## config.mk

```make
export PLATFORM = sky130hd
export DESIGN_NAME = piso_serializer
export DESIGN_NICKNAME = d
export VERILOG_FILES = /design/src/rtl/piso_serializer.sv
export SDC_FILE = /design/constraint.sdc
export NUM_CORES = 1
export LEC_CHECK = 0
export CAP_MARGIN = 20
export CORE_MARGIN = 8
export CORE_UTILIZATION = 49
export CTS_CLUSTER_SIZE = 25
export DETAILED_ROUTE_END_ITERATION = 10
export PLACE_DENSITY = 0.9
export SKIP_LAST_GASP = 1
export SYNTH_ARGS = -nofsm -noshare
export SYNTH_HDL_FRONTEND = slang
export SYNTH_SLANG_ARGS = --single-unit
```

## constraint.sdc

```tcl
create_clock -name clk -period 2.3 [get_ports clk]
set_input_delay 0.46 -clock clk [delete_from_list [all_inputs] [get_ports clk]]
set_output_delay 0.46 -clock clk [all_outputs]
set_load 0.05 [all_outputs]
```

## src/rtl/piso_serializer.sv

```systemverilog
// Parallel-in, serial-out transmitter with valid/ready load and gapless back-to-back frames.
// Optional even-parity trailer beat is compiled in with `define PISO_SERIALIZER_PARITY_EN.
module piso_serializer #(
  parameter int WIDTH     = 8,
  parameter int MSB_FIRST = 1
) (
  input  logic             clk,
  input  logic             reset,
  input  logic [WIDTH-1:0] data,
  input  logic             load_valid,
  output logic             load_ready,
  output logic             out,
  output logic             out_valid,
  output logic             busy,
  output logic             done
);

`ifdef PISO_SERIALIZER_PARITY_EN
  localparam int L = WIDTH + 1;
`else
  localparam int L = WIDTH;
`endif
  localparam int CW = $clog2(L + 1);
  localparam logic [CW-1:0] LAST = CW'(L - 1);

  typedef enum logic {IDLE, SHIFT} state_t;

  state_t           state, state_nxt;
  logic [WIDTH-1:0] shreg;
  logic [CW-1:0]    cnt;
  logic             out_q;
  logic             accept;
  logic             final_beat;
  logic             first_bit, next_bit;
  logic [WIDTH-1:0] first_rest, next_rest;
`ifdef PISO_SERIALIZER_PARITY_EN
  logic             par;
`endif

  assign final_beat = (state == SHIFT) && (cnt == LAST);

  always_comb begin
    state_nxt  = state;
    load_ready = 1'b0;
    case (state)
      IDLE:    load_ready = !reset;
      SHIFT:   load_ready = !reset && (cnt == LAST);
      default: load_ready = 1'b0;
    endcase
    accept = load_valid && load_ready;
    if (accept)
      state_nxt = SHIFT;
    else if (final_beat)
      state_nxt = IDLE;
  end

  always_ff @(posedge clk) begin
    if (reset)
      state <= IDLE;
    else
      state <= state_nxt;
  end

  // The first beat comes straight from the captured word; later beats shift out of shreg.
  generate
    if (MSB_FIRST != 0) begin : g_msb
      assign first_bit  = data[WIDTH-1];
      assign first_rest = {data[WIDTH-2:0], 1'b0};
      assign next_bit   = shreg[WIDTH-1];
      assign next_rest  = {shreg[WIDTH-2:0], 1'b0};
    end else begin : g_lsb
      assign first_bit  = data[0];
      assign first_rest = {1'b0, data[WIDTH-1:1]};
      assign next_bit   = shreg[0];
      assign next_rest  = {1'b0, shreg[WIDTH-1:1]};
    end
  endgenerate

  always_ff @(posedge clk) begin
    if (reset) begin
      shreg <= '0;
      cnt   <= '0;
      out_q <= 1'b0;
`ifdef PISO_SERIALIZER_PARITY_EN
      par   <= 1'b0;
`endif
    end else if (accept) begin
      shreg <= first_rest;
      cnt   <= '0;
      out_q <= first_bit;
`ifdef PISO_SERIALIZER_PARITY_EN
      par   <= ^data;
`endif
    end else if (final_beat) begin
      shreg <= '0;
      cnt   <= '0;
      out_q <= 1'b0;
    end else if (state == SHIFT) begin
      cnt   <= cnt + CW'(1);
      shreg <= next_rest;
      out_q <= next_bit;
`ifdef PISO_SERIALIZER_PARITY_EN
      // Parity trails the data bits whatever the bit order.
      if (cnt == CW'(WIDTH - 1))
        out_q <= par;
`endif
    end
  end

  assign out       = out_q;
  assign out_valid = (state == SHIFT);
  assign busy      = (state == SHIFT);
  assign done      = final_beat;

endmodule

```

; ---- Word level (Yosys, flattened, before mapping)
; Index checks and enable logic that the tools add are counted.
[totals]
reg_bits = 13
input_bits = 11
out_inout_bits = 5
[classes]
addsub = 1
eq_ne = 1
mux = 9
n_bitwise = 1
n_reduce_logical = 7
[ops]
columns = op, count
row1 = 8-bit two-way mux, 3
row2 = 1-bit two-way mux, 5
row3 = "4-bit by 1-bit adder with 4-bit output, second input constant", 1
row4 = "4-bit by 3-bit == test with 1-bit output, second input constant", 1
row5 = 1-bit logical AND, 3
row6 = 3-bit nonzero test, 1
row7 = 3-bit OR reduction, 1
row8 = 1-bit case mux with 2 select lines, 1
row9 = 2-bit nonzero test, 1
row10 = 1-bit logical NOT, 1
row11 = 1-bit inverter, 1

; ---- Depth between registers and ports, before layout
; Gate-level depths: netlist (run 1).
[depth]
word_depth = 5
depth_mapped = 5

; ---- Worst setup path before layout (run 1)
; Ideal clock, no wire load.
[synth_timing]
path_type = register -> output
start = register state, in the netlist busy
end = output port done
t_arrival_ns = 1.767
setup_slack_ns = 0.073
path_stages_with_launch = 3
n_path_buf = 0
cell_sequence = dfxtp_1 clkinv_1 nor2_1
[synth_between]
elab_chain_len = 1
[synth_rtl]
columns = element, line_no
row1 = from (decl), 28  ; state_t state, state_nxt;
row2 = from (signal assigned), 61  ; state <= state_nxt;
row3 = 1-bit logical AND, 40  ; assign final_beat = (state == SHIFT) && (cnt == LAST);
row4 = to (decl), 15  ; output logic done
; No other way between the ends.

; ---- Worst setup path in the final report (run 1)
; Ends and elaborated chain as after synthesis.

==> results of run 1 <==
cell usage after synthesis:
library cell / number
nor3_1: 14
dfxtp_1: 13
a221oi_1: 7
nor2_1: 7
nor3b_1: 7
buf_2: 4
a21oi_1: 2
xor2_1: 2
a211o_1: 1
a32oi_1: 1
and3b_1: 1
buf_4: 1
buf_6: 1
clkbuf_1: 1
clkinv_1: 1
ha_1: 1
mux2_2: 1
mux2i_1: 1
nand2_1: 1
nand3b_1: 1
nand4_1: 1
nor2b_1: 1
xnor2_1: 1
area by class of cell:
cell class,count,share of cell area
inverter,1,0.00450
tap,15,0.0225
multi-input combinational,50,0.396
clock buffer,4,0.0315
timing repair buffer,19,0.234
sequential,13,0.312
worst max-delay path, cell delays in order, from the launching register on:
cell and delay (ps):
dfxtp_1 530, clkinv_1 320, nor2_1 260, buf_12 170
registers in the layout, summed over array words and instances, names as in the netlist:
name,count
busy,1
shreg,7
out,1
cnt,4
cell families (layout without fill, tap and decap cells):
group | count (synthesis) | in the layout
compound gates | 11 | 11
flops | 13 | 13
fa+ha+maj | 1 | 1
simple gates | 33 | 33
mux | 2 | 2
buf+inv | 8 | 24
xor+xnor | 3 | 3
cells in the final DEF, fill, tap and decap left out:
cell type        synthesis  final
ha_1                     1      1
a221oi_1                 7      7
and3b_1                  1      1
buf_12                   0      2
mux2_2                   1      1
xnor2_1                  1      1
buf_4                    1      6
a211o_1                  1      1
nand3b_1                 1      1
nand4_1                  1      1
xor2_1                   2      2
mux2i_1                  1      1
nor2_1                   7      7
dfxtp_1                 13     13
a32oi_1                  1      1
a21oi_1                  2      2
nor2b_1                  1      1
clkinv_1                 1      1
clkbuf_4                 0      3
clkdlybuf4s50_1          0     11
nor3_1                  14     14
clkbuf_1                 1      1
nor3b_1                  7      7
nand2_1                  1      1
per-layer routing:
layer	routed length, µm	up-vias	part of all wire
met5	0	-	0
met4	10	0	0.0065
met3	140	2	0.091
met2	769	19	0.50
met1	614	285	0.40
li1	-	294	-
worst max path at each step:
stage	start	to	slack, ps	cells after the start
2_1_floorplan	busy	done	70	2
3_3_place_gp	load_valid	shreg[1]	440	4
3_5_place_dp	load_valid	shreg[7]	390	5
4_1_cts	busy	done	290	3
5_1_grt	busy	done	140	3
6_report	busy	done	280	3
power by group through the flow:
| stage | clock, mW | sequential [mW] | combinational [mW] |
|---|---|---|---|
| 4_1_cts | 0.141 | 0.249 | 0.107 |
| 5_1_grt | 0.158 | 0.251 | 0.116 |
| 3_3_place_gp | 0 | 0.253 | 0.104 |
| 2_1_floorplan | 0 | 0.259 | 0.0608 |
| 6_report | 0.138 | 0.249 | 0.106 |
| 3_5_place_dp | 0 | 0.254 | 0.106 |
==> metrics.yaml, run 1 <==
h-tree-depth: 1
p_int_uw: 359
clkPwrFrac: 0.280
relSlewSlack: 0.665
rsz0062_at_grt: "no"
clk_pin_slew_ps: 80
fin_crit_ps: 2020
cts_setup_buffers: 0
finalSetupViolations: 0
clk_latency_ps: 270
ys_warn_count: 0
grt_pass1_wl_um: 2650
drive_above_1_share: 0.138
io_pins: 16
postRouteAntennaNets: 0
total_leakage_power_nw: 0.307
end_kind: "output pin"
fin_util: 0.666
worst_r2r_path_depth: 5
hold_depth: 2
syn_avg_cell_area_um2: 8.97
cts_resized: 0
die_x_um: 52.1
drt_iter0_drc: 11
status: "complete, no violations"
dieArea_um2: 2710
cts.sinks: 13
multiInputGateArea_um2: 330
io_buffers: 15
drc: 0
holdBufCountCts: 0
holdWs_ps: 543
first_global_vias: 588
ff2ff_setup_slack_ps: 850
diodes: 0
hold_viol_final: 0
final_nets: 100
placed_area_um2: 808
synthTopCellsByArea: "dfxtp_1, nor3_1, a221oi_1"
rr_endpoint: "shreg[5]"
r2r_start: "cnt[0]"
tns_ps: 0
root_buffer: "clkbuf_4"
synth-seq-cells: 13
stdcell_count: 102
grt.met1_usage: 0.140
netlist_instances: 71
cts_tree: "yes"
synth_nets: 83
finalWorstSetupSlack_ps: 282
cts.path.max_buffers: 2
hp-start: "cnt[0]"
synth_mux_area_frac: 0.0334
synth-xor-area-share: 0.0413
drv_slew: 0
maxCapViolCount: 0
use_met2: 0.206
final_area_um2: 835
grt_antenna_before_repair: 0
synth-compound-area-share: 0.139
num_vias: 600
ir_drop_mv: 0.499
core_um2: 1250
wl_per_cell_um: 15.0
n_fill_cell: 98
track_usage: 0.125
critical_path_class: "reg -> out"
cts_made_buffers: 3
place_ws_ps: 395
path_max_fanout: 11
fmax_mhz: 496
placed_cells: 98
regArea_um2: 260
powerDensity_nw_per_um2: 592
fin_skew_ps: 9.17
tightest_slew_ps: 500
initial_core_util: 0.508
synth_top_family_by_area: "simple AND/OR/NAND/NOR gates"
p_sw_uw: 135
min_path_type: "reg -> reg"
cp.arrival_ps: 1560
pwr-share-seq: 0.505
overflow: 0
yosysTopAreaCell: "dfxtp_1"
layout_worst_path_cycle_share: 0.877
met3_usage: 0.0627
dp_hpwl_um: 1120
syn-cell-area_um2: 637
yosysSeqAreaShare: 0.409
yosysUniqueCellTypes: 23
die_h_um: 52.1
areaGrowthSynthToFinish_pct: 31.0
worstHoldEndpoint: "cnt[0]"
grt_start_max_net_pins: 16
power_frac_comb: 0.215
synth_top_area_share: 0.409
worstPathRequired_ps: 1840
drt-total-wl_um: 1540
rows: 13
power_uw: 494
synth_simple_gate_area_frac: 0.285
crit_path_start_kind: "flip-flop"
dr.pass1.iters: 4
synthAdderAreaFrac: 0.0196
grt_busiest_layer: "met2"
p_sw_frac: 0.274
viasPerCell: 5.88
place_congestion: 0.727
(Power assumes the default switching activity.)
==> inputs of run 2 (changes only) <==
- REMOVE_ABC_BUFFERS: not set -> 1
==> metrics.yaml, run 2 (synthesis gave the netlist of run 1 again) <==
rows: 13
cts_made_buffers: 3
end_kind: "output pin"
clk_latency_ps: 270
drt_iter0_drc: 16
rr_endpoint: "cnt[3]"
fin_util: 0.666
drt-total-wl_um: 1530
tightest_slew_ps: 494
path_max_fanout: 14
max_flop_register: "shreg"
holdBufCountCts: 0
worstSetupEndpoint: "done"
n_fill_cell: 106
finalSetupViolations: 0
drive_above_1_share: 0.138
areaGrowthSynthToFinish_pct: 31.0
wl_per_cell_um: 15.0
top_regs: "shreg (7), cnt (4)"
final_area_um2: 835
track_usage: 0.115
root_buffer: "clkbuf_4"
ff2ff_setup_slack_ps: 860
drc: 0
clk_pin_slew_ps: 80
holdWs_ps: 533
grt_antenna_before_repair: 0
multiInputGateArea_um2: 330
cp.arrival_ps: 1690
final_nets: 100
worstPathRequired_ps: 1840
cts_resized: 0
place_ws_ps: 452
ir_drop_mv: 0.321
hp-start: "shreg[2]"
dr.pass1.iters: 4
fmax_mhz: 464
layout_worst_path_cycle_share: 0.936
die_x_um: 52.1
maxCapViolCount: 0
powerDensity_nw_per_um2: 591
regArea_um2: 260
crit_start: "busy"
grt_start_max_net_pins: 15
min_path_type: "reg -> reg"
die_h_um: 52.1
initial_core_util: 0.508
most-common-layout-cells: "nor3_1, dfxtp_1, clkdlybuf4s50_1"
placed_cells: 98
cts_setup_buffers: 0
fin_skew_ps: 4.00
dp_hpwl_um: 1170
io_pins: 16
relSlewSlack: 0.670
drv_slew: 0
placed_area_um2: 808
h-tree-depth: 1
tns_ps: 0
rsz0062_at_grt: "no"
place_congestion: 0.755
first_global_vias: 575
diodes: 0
status: "complete, no violations"
final_common_cell: "nor3_1"
stdcell_count: 102
cts_tree: "yes"
dieArea_um2: 2710
core_um2: 1250
cts.path.max_buffers: 2
grt_pass1_wl_um: 2450
fin_crit_ps: 2150
io_buffers: 15
cts.sinks: 13
postRouteAntennaNets: 0
overflow: 0
hold_viol_final: 0
crit_path_start_kind: "flip-flop"
critical_path_class: "reg -> out"
num_vias: 614
largest_reg_flops: 7
finalWorstSetupSlack_ps: 147
power_uw: 494
r2r_start: "busy"
total_leakage_power_nw: 0.307
worst_r2r_path_depth: 4
viasPerCell: 6.02
## run 2: cell counts in the layout (fill, tap and decap cells not counted)
Identical to the previous run, type by type.
## run 2: worst max-delay path, cell delays in order (launching register included)
cell and delay (ps):
dfxtp_1 600, clkinv_1 370, nor2_1 280, buf_12 170
## run 2: area by class of cell
type	count	share of cell area
Tap cell	15	0.0225
Clock buffer	4	0.0315
Sequential cell	13	0.312
Timing Repair Buffer	19	0.234
Inverter	1	0.00450
Multi-Input combinational cell	50	0.396
## run 2: worst min path at each step
stage | end | cells after the start
2_1_floorplan | cnt[3] | 2
3_3_place_gp | shreg[3] | 2
3_5_place_dp | shreg[3] | 2
4_1_cts | shreg[3] | 2
5_1_grt | cnt[1] | 2
6_report | shreg[3] | 2
## run 2: power by group
group | internal [mW] | switching (mW) | leakage, nW
Clock | 0.0672 | 0.0708 | 0.0150
Combinational | 0.0529 | 0.0526 | 0.185
Sequential | 0.239 | 0.0115 | 0.107
Total | 0.359 | 0.135 | 0.307
## run 2: per-layer routing
| metal | wire length (µm) | up-vias | track usage | share of wire |
|---|---|---|---|---|
| li1 | - | 299 | - | - |
| met1 | 609 | 280 | 0.123 | 0.40 |
| met2 | 717 | 31 | 0.196 | 0.47 |
| met3 | 184 | 4 | 0.0513 | 0.12 |
| met4 | 17 | 0 | 0.0398 | 0.011 |
| met5 | 0 | - | 0 | 0 |
